`config.mk`:
```
export PLATFORM = sky130hd
export DESIGN_NAME = clk_div_monitor
export DESIGN_NICKNAME = d
export VERILOG_FILES = /design/src/rtl/clk_div_monitor.sv
export SDC_FILE = /design/constraint.sdc
export NUM_CORES = 1
export LEC_CHECK = 0
export ABC_AREA = 0
export ABC_CLOCK_PERIOD_IN_PS = 3500
export BUFFER_PORTS_ARGS = -buffer_cell sky130_fd_sc_hd__buf_2
export CELL_PAD_IN_SITES_DETAIL_PLACEMENT = 1
export CELL_PAD_IN_SITES_GLOBAL_PLACEMENT = 1
export CORE_UTILIZATION = 40
export DETAILED_ROUTE_END_ITERATION = 10
export PLACE_DENSITY_LB_ADDON = 0.1
export SLEW_MARGIN = 25
export SYNTH_ARGS = -nofsm -noshare
export SYNTH_HDL_FRONTEND = slang
export SYNTH_SLANG_ARGS = --single-unit
```
`constraint.sdc`:
```
create_clock -name clk -period 3.5 [get_ports clk]
set_input_delay 0.7 -clock clk [delete_from_list [all_inputs] [get_ports clk]]
set_output_delay 0.7 -clock clk [all_outputs]
set_load 0.005 [all_outputs]
```
`src/rtl/clk_div_monitor.sv`:
```
// Divided-clock checker: synchronizes a divided clock into the fast domain,
// measures its period and high time, tracks lock against DIV_RATIO and
// reports period, duty and stuck-clock faults.
module clk_div_monitor #(
    parameter int DIV_RATIO   = 4,
    parameter int CNT_W       = 8,
    parameter int SYNC_STAGES = 2,
    parameter int LOCK_COUNT  = 4,
    parameter int ERR_W       = 8
) (
    input  logic             clk,
    input  logic             rst,
    input  logic             en,
    input  logic             clear_err,
    input  logic             div_clk_i,
    output logic             rise_pulse,
    output logic             fall_pulse,
    output logic [CNT_W-1:0] period,
    output logic [CNT_W-1:0] high_time,
    output logic             locked,
    output logic             err,
    output logic [ERR_W-1:0] err_count
);
    localparam int GOOD_W = $clog2(LOCK_COUNT + 1);
    localparam logic [CNT_W-1:0]  DIV_C  = CNT_W'(DIV_RATIO);
    localparam logic [CNT_W-1:0]  HALF_C = CNT_W'(DIV_RATIO / 2);
    localparam logic [CNT_W-1:0]  TMO_C  = CNT_W'(2 * DIV_RATIO);
    localparam logic [GOOD_W-1:0] LOCK_C = GOOD_W'(LOCK_COUNT);

    typedef enum logic [1:0] {IDLE, WAIT_EDGE, MEASURE, LOCKED} state_t;

    state_t                 state_q, state_d;
    logic [SYNC_STAGES-1:0] sync_q, sync_d;
    logic                   prev_q;
    logic                   rise_pulse_q, fall_pulse_q;
    logic [CNT_W-1:0]       cnt_q, cnt_d;
    logic [CNT_W-1:0]       period_q, period_d;
    logic [CNT_W-1:0]       high_q, high_d;
    logic [GOOD_W-1:0]      good_q, good_d, good_inc;
    logic                   err_q, err_d;
    logic [ERR_W-1:0]       errc_q, errc_d;
    logic                   sync, rise, fall, period_ok;

    assign sync      = sync_q[SYNC_STAGES-1];
    assign rise      = sync & ~prev_q;
    assign fall      = ~sync & prev_q;
    assign sync_d    = {sync_q[SYNC_STAGES-2:0], div_clk_i};
    // high_q is always from the fall inside the period just ended; a fall and a
    // rise can never land in the same cycle.
    assign period_ok = (cnt_q == DIV_C) && (high_q == HALF_C);
    assign good_inc  = good_q + 1'b1;

    // Interval counter, lock/fault state machine and measurement capture
    always_comb begin
        state_d  = state_q;
        period_d = period_q;
        high_d   = high_q;
        good_d   = good_q;
        err_d    = 1'b0;

        if (state_q == IDLE)  cnt_d = '0;
        else if (rise)        cnt_d = CNT_W'(1);
        else if (&cnt_q)      cnt_d = cnt_q;
        else                  cnt_d = cnt_q + 1'b1;

        case (state_q)
            IDLE: begin
                good_d = '0;
                if (en) state_d = WAIT_EDGE;
            end
            WAIT_EDGE: begin
                // first rise only restarts the count; no interval to judge yet
                if (!en)       state_d = IDLE;
                else if (rise) state_d = MEASURE;
            end
            MEASURE, LOCKED: begin
                if (!en) begin
                    state_d = IDLE;
                    good_d  = '0;
                end else begin
                    if (fall) high_d = cnt_q;
                    if (rise) begin
                        period_d = cnt_q;
                        if (!period_ok) begin
                            err_d   = 1'b1;
                            good_d  = '0;
                            state_d = MEASURE;
                        end else if (state_q == MEASURE) begin
                            good_d = good_inc;
                            if (good_inc == LOCK_C) state_d = LOCKED;
                        end
                    end else if (cnt_q == TMO_C) begin
                        // stuck clock: WAIT_EDGE has no timeout, so it fires once
                        err_d   = 1'b1;
                        good_d  = '0;
                        state_d = WAIT_EDGE;
                    end
                end
            end
            default: state_d = IDLE;
        endcase
    end

    // Fault counter: counts visible err pulses; a coincident clear loses to the error
    always_comb begin
        errc_d = errc_q;
        if (err_q)          errc_d = clear_err ? ERR_W'(1) : ((&errc_q) ? errc_q : errc_q + 1'b1);
        else if (clear_err) errc_d = '0;
    end

    // State and datapath registers
    always_ff @(posedge clk or posedge rst) begin
        if (rst) begin
            state_q      <= IDLE;
            sync_q       <= '0;
            prev_q       <= 1'b0;
            rise_pulse_q <= 1'b0;
            fall_pulse_q <= 1'b0;
            cnt_q        <= '0;
            period_q     <= '0;
            high_q       <= '0;
            good_q       <= '0;
            err_q        <= 1'b0;
            errc_q       <= '0;
        end else begin
            state_q      <= state_d;
            sync_q       <= sync_d;
            prev_q       <= sync;
            rise_pulse_q <= rise;
            fall_pulse_q <= fall;
            cnt_q        <= cnt_d;
            period_q     <= period_d;
            high_q       <= high_d;
            good_q       <= good_d;
            err_q        <= err_d;
            errc_q       <= errc_d;
        end
    end

    assign rise_pulse = rise_pulse_q;
    assign fall_pulse = fall_pulse_q;
    assign period     = period_q;
    assign high_time  = high_q;
    // dropping en clears lock in the same cycle, ahead of the state change
    assign locked     = (state_q == LOCKED) & en;
    assign err        = err_q;
    assign err_count  = errc_q;
endmodule

```
==> flow_summary.ini, run 1 <==
[placed_design]
io_buffers = 32
gp_congestion = 0.813
place_inst = 290
dpl.hpwl_um = 3350

[setup_path]
regToRegSetupSlack_ns = 1.44
cp-endpoint = good_q[1]
timing.critical_path.slowest_cell_delay_ns = 0.51
cp-start-kind = register
critPathCaptureType = register
r2r_cells = 6
timing.rr.start = prev_q
worstPathMaxFanout = 15
cp_num_cells = 6
reg2reg_to = good_q[1]
worst_ep_arrival_time_ns = 2.27
startpoint = prev_q
critical_path_class = register to register
cp_top_family = compound AO/OA/AOI/OAI gates
path_cells = nand2b_4 -> inv_2 -> nand3_1 -> o31ai_1 -> a21oi_1 -> o21ai_0
slowest_stage = o31ai_1
required_ns = 3.71
path_buf_inv = 1

[job]
maxCapViolations = 0

[die]
rows = 25
io_pins = 33
dieArea_sq_um = 5440
die-height_um = 73.8
dieWidth_um = 73.8
initial_core_util = 0.425
core_area_sq_um = 4850

[power_and_ir_drop]
power_density_nw_per_um2 = 529
switching_power_uw = 384
pwr-share-clk = 0.322
comb_power_share = 0.185
peakVddDrop_mv = 0.220
power_frac_seq = 0.493
intPower_uw = 879
swShare = 0.304
leakagePower_nw = 1.18

[synth]
synthFlopType = dfrtp_1
ys_top_cells_by_area = dfrtp_1 52%, mux2_2 6.6%, nor2_1 4.2%
synth_top_area_cell = dfrtp_1
ys_seq_area_frac = 0.522
synth_edf_count = 0
netlist.area_leader.share = 0.522
synthesis.area_sq_um = 2060
synth-seq-cells = 43
synthCells = 195
yosysWarnings = 0
synthArstFlopShare = 1.00
synth.distinct_cells = 43
synth_fp_nets = 205
syn_avg_cell_area_sq_um = 10.6

[timing]
drv_slew = 0
max_clock_freq_mhz = 485
fin_setup_tns_ns = 0
rsz0062_at_grt = no
post-route-min-period_ns = 2.06
relSlewSlack = 0.546
worst_slew_pin_slew_ns = 0.680
finalCritPeriodShare = 0.589
setup_violations = 0
finClkSkew_ns = 0.00639
finalHoldViolations = 0

[routing]
drt-total-wl_um = 4570
drt_iter0_markers = 42
vias = 1549
drt.antenna.violating_nets = 0
wl_per_cell_um = 15.3
vias_per_cell = 5.20
drcViolationCount = 0
drtPass1Iterations = 4

[clock_network]
clockBufferDepth = 2
cts.htree.levels = 2
clk_pin_slew_ns = 0.08
cts_tree = yes
hold_buffers = 0
cts-buffers-inserted = 5
cts_setup_buffers = 0
cts_resized = 0
clkLatencyLatePin_ns = 0.29
clockRootBuffer = clkbuf_8
cts_sinks = 43

[cells_and_area]
final_cells = 298
fillers = 562
drive_above_1_share = 0.268
finalNetCount = 240
areaGrowthSynthToFinish_pct = 15.8
num_antenna_cells = 0

[grt]
grt_max_degree = 44
antenna_found_initial = 0
grt_pass1_vias = 1666
grt_pass1_wl_um = 7940
grt_use_total = 0.193
grt-ovfl-total = 0

[outcome]
outcome = finished clean

[hold_path]
hold_class = register to register
worst register-to-register path, delay by kind of cell (launching register included):
kind	cells	cell delay [ns]
compound gates	3	0.80
buf+inv	1	0.12
flops	1	0.38
simple gates	2	0.67
worst min path at each step:
stage	from	slack [ns]	cells past startpoint	to
after CTS	sync_q[0]	0.37	0	sync_q[1]
after global placement	sync_q[0]	0.36	0	sync_q[1]
after floorplan	sync_q[0]	0.33	0	sync_q[1]
after detailed placement	sync_q[0]	0.35	0	sync_q[1]
after global routing	sync_q[0]	0.38	0	sync_q[1]
final	sync_q[0]	0.36	0	sync_q[1]
layout make-up:
| cell class | instances | area [sq um] | share of cell area |
|---|---|---|---|
| clock buffer | 6 | 82.6 | 0.0346 |
| sequential | 43 | 1080 | 0.451 |
| multi-input combinational | 137 | 901 | 0.377 |
| clock inverter | 2 | 38.8 | 0.0162 |
| tap | 67 | 83.8 | 0.0351 |
| inverter | 10 | 37.5 | 0.0157 |
| timing repair buffer | 33 | 168 | 0.0702 |
metal layers:
metal | track usage | share of wire
met2 | 0.341 | 0.52
met4 | 0.0491 | 0.0088
met5 | 0 | 0
met3 | 0.0425 | 0.025
met1 | 0.236 | 0.45
synthesized netlist by cell type (2+ instances only):
library cell	n
nand3_1	14
nand4_1	2
mux2_2	12
nor2_1	23
ha_1	5
nor4_1	3
clkbuf_8	2
inv_1	9
nor3_1	3
and3_1	2
nand3b_1	2
a21oi_1	7
nor3b_1	3
xnor2_1	9
nor3_2	2
o21ai_0	12
nand2_1	16
a211oi_1	2
dfrtp_1	43
placed cells by master (no fill, tap or decap), types with 2 or more instances in the layout:
cell type	synthesis	routed
dfrtp_1	43	43
buf_2	0	32
nor2_1	23	23
nand2_1	16	16
nand3_1	14	14
o21ai_0	12	12
mux2_2	12	12
xnor2_1	9	9
inv_1	9	9
a21oi_1	7	7
clkbuf_8	2	6
ha_1	5	5
nor3_1	3	3
nor4_1	3	3
nor3b_1	3	3
and3_1	2	2
nand4_1	2	2
nand3b_1	2	2
nor3_2	2	2
a211oi_1	2	2
logic make-up (layout without fill, tap and decap cells):
group                    after synthesis  in the layout  synth area share
AO/OA/AOI/OAI                         29             29            0.0899
XOR/XNOR                              10             10            0.0425
adder cells (fa/ha/maj)                5              5            0.0304
buffers and inverters                 15             51            0.0407
flip-flops                            43             43             0.522
multiplexers                          13             13            0.0704
AND/OR/NAND/NOR                       80             80             0.204
state kept, by name (all words and copies together) (netlist names), 2 cells and up:
register,count
cnt_q,8
err_count,8
high_time,8
period,8
good_q,3
state_q,2
sync_q,2
per-stage QoR:
stage / hold slack, ns / worst slack, ns / area, sq um / util / power (mW)
floorplan: 0.331 / 1.78 / 2060 / - / 0.791
global placement: 0.361 / 1.37 / 2270 / 0.467 / 0.851
global route: 0.375 / 1.16 / 2390 / 0.492 / 1.34
finish: 0.363 / 1.44 / 2390 / 0.492 / 1.26
detailed placement: 0.347 / 1.24 / 2270 / 0.467 / 0.870
CTS: 0.366 / 1.41 / 2390 / 0.492 / 1.28
power groups by stage:
stage	clock network (mW)	registers [mW]	logic (mW)
after floorplan	0	0.593	0.199
after global placement	0	0.625	0.226
after global routing	0.436	0.633	0.273
after CTS	0.421	0.624	0.238
after detailed placement	0	0.634	0.236
final	0.407	0.623	0.234
Note: power is estimated with default switching activity, not from simulation.
==> inputs of run 2 (changes only) <==
Settings changed: ABC_CLOCK_PERIOD_IN_PS 3500 to 1700, CORE_UTILIZATION 40 to 39.
Clock period 3.5 ns to 1.7 ns, I/O delays scaled along.
==> flow_summary.ini, run 2 (synthesis gave the netlist of run 1 again) <==
[routing]
vias_per_cell = 5.14
drcViolationCount = 0
vias = 1686
drt-total-wl_um = 5180
drt.antenna.violating_nets = 0
drtPass1Iterations = 3
drt_iter0_markers = 52
wl_per_cell_um = 15.8

[clock_network]
cts-buffers-inserted = 5
cts_sinks = 43
cts_tree = yes
clockRootBuffer = clkbuf_8
clk_pin_slew_ns = 0.08
clockBufferDepth = 2
clkLatencyLatePin_ns = 0.29
cts.htree.levels = 2

[placed_design]
gp_congestion = 0.827
dpl.hpwl_um = 3750
place_inst = 316
io_buffers = 32
dp_slack_ns = -0.113

[timing]
post-route-min-period_ns = 1.72
max_clock_freq_mhz = 583
drv_slew = 0
finalHoldViolations = 0
relSlewSlack = 0.642
setup_violations = 1
finalCritPeriodShare = 1.01
rsz0062_at_grt = yes
finClkSkew_ns = 0.00551
worst_slew_pin_slew_ns = 0.537
fin_setup_tns_ns = -0.0151
setup_slack_ns = -0.0151

[grt]
grt_pass1_wl_um = 8600
grt_use_total = 0.209
grt-ovfl-total = 0
grt_max_degree = 44
antenna_found_initial = 0
grt_pass1_vias = 1756

[setup_path]
worst_ep_arrival_time_ns = 1.88
critPathCaptureType = register
path_cells = inv_2 -> ha_4 -> nor4b_2 -> nand4_1 -> nor3_2 -> a211o_1 -> nand3_2
timing.critical_path.slowest_cell_delay_ns = 0.40
cp-start-kind = register
critical_path_class = register to register
worstPathMaxFanout = 4
slowest_stage = dfrtp_1
required_ns = 1.87

[cells_and_area]
final_cells = 328
drive_above_1_share = 0.399
layout_common_cells = 41 x dfrtp_1, 32 x buf_2, 28 x buf_4
finalNetCount = 267
final_common_cell = dfrtp_1
areaGrowthSynthToFinish_pct = 29.1
num_antenna_cells = 0

[die]
initial_core_util = 0.403
die-height_um = 74.7
dieWidth_um = 74.7
dieArea_sq_um = 5580
core_area_sq_um = 5110
io_pins = 33
rows = 26

[power_and_ir_drop]
report.power.total_mw = 2.83
switching_power_uw = 851
leakagePower_nw = 1.33
power_density_nw_per_um2 = 1060
pwr-share-clk = 0.287
swShare = 0.301
power_frac_seq = 0.451
peakVddDrop_mv = 0.567
comb_power_share = 0.262
intPower_mw = 1.98

[outcome]
outcome = finished with violations
violations = setup timing

[job]
maxCapViolations = 0

[hold_path]
hold_class = input port to register
[run 2: cell count changes in the layout (fill, tap and decap cells not counted), moves of 2 or more]
cell	before	now
inv_2	1	3
nor4_1	3	1
o21ai_0	12	9
o21ai_1	1	3
inv_1	9	7
buf_4	1	28
dfrtp_2	0	2
dfrtp_1	43	41
nor4_2	0	2
[run 2: worst max-delay path: cells and delay by family (launching register included)]
family	cells	cell delay, ns
buffers and inverters	1	0.09
and+or+nand+nor	4	0.81
AOI/OAI and AO/OA	1	0.16
DFF	1	0.40
adders and majority gates	1	0.13
[run 2: repair_timing]
item	in CTS	in global routing
pin swaps	4	4
setup endpoints to repair	5	7
buffers inserted	2	2
resized for setup	6	8
gates cloned	0	0
hold buffers	0	0
[run 2: per-stage QoR]
stage           util  hold slack [ns]  cell area (sq um)
3_5_place_dp   0.483            0.344               2460
4_1_cts        0.514            0.147               2630
3_3_place_gp   0.483            0.342               2460
6_report       0.521            0.158               2660
5_1_grt        0.521            0.142               2660
2_1_floorplan      -            0.331               2080
[run 2: path summary, 6_finish.rpt]
kind,from,endpoint,slack (ns),depth (start not counted)
max in group asynchronous,rst,state_q[1],1.13,3
max reg2reg,cnt_q[1],state_q[0],-0.02,7
min reg2reg,sync_q[0],sync_q[1],0.35,0
min in group asynchronous,rst,period[2],0.17,3
min,div_clk_i,sync_q[0],0.16,1
max,cnt_q[1],state_q[0],-0.02,7
[run 2: area by class of cell]
cell class,instances,area (sq um)
sequential,43,1080
timing repair buffer,60,370
clock buffer,6,82.6
multi-input combinational,137,970
clock inverter,2,35.0
fill,607,2450
tap,70,87.6
inverter,10,37.5
[run 2: layer usage]
metal,up-vias,track usage,routed length [um],part of all wire
met4,0,0.0839,86,0.017
met2,27,0.357,2770,0.53
li1,797,-,-,-
met5,-,0,0,0
met3,10,0.0482,142,0.027
met1,852,0.256,2180,0.42
[run 2: power groups by stage]
| stage | Combinational, mW | Sequential [mW] | Clock, mW |
|---|---|---|---|
| finish | 0.741 | 1.27 | 0.813 |
| global route | 0.817 | 1.29 | 0.884 |
| CTS | 0.727 | 1.27 | 0.843 |
| detailed placement | 0.686 | 1.28 | 0 |
| global placement | 0.641 | 1.27 | 0 |
| floorplan | 0.450 | 1.22 | 0 |
==> inputs of run 3 (changes only) <==
Settings changed: BUFFER_PORTS_ARGS -buffer_cell sky130_fd_sc_hd__buf_2 to -buffer_cell sky130_fd_sc_hd__buf_4.
==> flow_summary.ini, run 3 (synthesis gave the netlist of run 1 again) <==
[timing]
relSlewSlack = 0.632
drv_slew = 0
finClkSkew_ns = 0.00530
worst_slew_pin_slew_ns = 0.552
post-route-min-period_ns = 1.67
rsz0062_at_grt = yes
finalCritPeriodShare = 0.983
timing.hold.ws_ns = 0.154
max_clock_freq_mhz = 598
setup_violations = 0
finalHoldViolations = 0

[grt]
grt_pass1_wl_um = 8660
grt_max_degree = 44
grt-ovfl-total = 0
grt_use_total = 0.212
grt_pass1_vias = 1774
antenna_found_initial = 0

[power_and_ir_drop]
switching_power_uw = 859
power_density_nw_per_um2 = 1030
report.power.total_mw = 2.86
pwr-share-clk = 0.287
comb_power_share = 0.269
intPower_mw = 2.00
power_frac_seq = 0.445
swShare = 0.300
peakVddDrop_mv = 0.423
leakagePower_nw = 1.35

[cells_and_area]
final_common_cell = buf_4
num_antenna_cells = 0
areaGrowthSynthToFinish_pct = 35.0
stdcell_area_sq_um = 2780
fin_util = 0.545
layout_common_cells = 63 x buf_4, 42 x dfrtp_1, 23 x nor2_1
drive_above_1_share = 0.406
finalNetCount = 270

[job]
maxCapViolations = 0

[setup_path]
regToRegSetupSlack_ns = 0.03
required_ns = 1.92
cp-start-kind = register
critPathCaptureType = register
critical_path_class = register to register
worst_ep_arrival_time_ns = 1.89
worstPathMaxFanout = 4

[clock_network]
cts_tree = yes
hold_buffers = 0
clockRootBuffer = clkbuf_8
clkLatencyLatePin_ns = 0.29
cts-buffers-inserted = 5
cts.htree.levels = 2
clk_pin_slew_ns = 0.08
clockBufferDepth = 2
cts_sinks = 43

[routing]
drcViolationCount = 0
drt-total-wl_um = 5270
drt.antenna.violating_nets = 0
vias = 1673
wl_per_cell_um = 15.9
drt_iter0_markers = 59
vias_per_cell = 5.05
drtPass1Iterations = 4

[die]
rows = 26
core_area_sq_um = 5110
die-height_um = 74.7
dieWidth_um = 74.7
io_pins = 33
initial_core_util = 0.403
dieArea_sq_um = 5580

[outcome]
outcome = finished clean

[hold_path]
hold_class = input port to register

[placed_design]
io_buffers = 32
dpl.hpwl_um = 3900
dpl_cell_area_sq_um = 2570
gp_congestion = 0.804
[run 3: routing by layer]
| layer | part of all wire | up-vias | track usage | routed length [um] |
|---|---|---|---|---|
| met5 | 0 | - | 0 | 0 |
| met4 | 0.021 | 0 | 0.0901 | 113 |
| met3 | 0.023 | 12 | 0.0442 | 121 |
| met2 | 0.51 | 30 | 0.362 | 2670 |
| met1 | 0.45 | 831 | 0.262 | 2360 |
| li1 | - | 800 | - | - |
[run 3: area by class of cell]
type / instances / area [sq um]
Clock buffer: 6 / 82.6
Sequential cell: 43 / 1080
Fill cell: 595 / 2320
Multi-Input combinational cell: 137 / 990
Timing Repair Buffer: 63 / 473
Inverter: 10 / 37.5
Tap cell: 70 / 87.6
Clock inverter: 2 / 35.0
[run 3: path summary, 6_finish.rpt]
check	startpoint	to	cells past startpoint
min in group asynchronous	rst	cnt_q[2]	3
worst max-delay path	good_q[1]	state_q[1]	6
worst min register to register	sync_q[0]	sync_q[1]	0
worst min-delay path	div_clk_i	sync_q[0]	1
worst max register to register	good_q[1]	state_q[1]	6
max in group asynchronous	rst	state_q[1]	3
[run 3: timing repair]
item                                    4_1_cts  5_1_grt
gates resized for setup                       4       12
endpoints found under the setup margin        4        7
pin swaps                                     1        6
setup buffers                                 0        3
[run 3: power groups by stage]
| stage | registers (mW) | logic [mW] | clock network, mW |
|---|---|---|---|
| 3_3_place_gp | 1.27 | 0.684 | 0 |
| 3_5_place_dp | 1.28 | 0.730 | 0 |
| 6_report | 1.27 | 0.769 | 0.821 |
| 5_1_grt | 1.29 | 0.835 | 0.879 |
| 4_1_cts | 1.27 | 0.743 | 0.844 |
| 2_1_floorplan | 1.22 | 0.450 | 0 |
[run 3: critical path, stage by stage, from the launching register on]
cell	delay, ns
dfrtp_1	0.39
ha_2	0.20
xnor2_1	0.13
nor3b_2	0.25
nor3_4	0.08
or4_1	0.47
nand3_1	0.09
[run 3: metrics by stage]
| step | instances | worst slack (ns) | setup TNS [ns] |
|---|---|---|---|
| final | 331 | 0.0287 | 0 |
| after global routing | 331 | -0.0703 | -0.118 |
| after CTS | 328 | -0.00382 | -0.00382 |
| after detailed placement | 320 | -0.0750 | -0.206 |
| after global placement | 320 | -0.0246 | -0.0309 |
| after floorplan | 195 | 0.0263 | 0 |
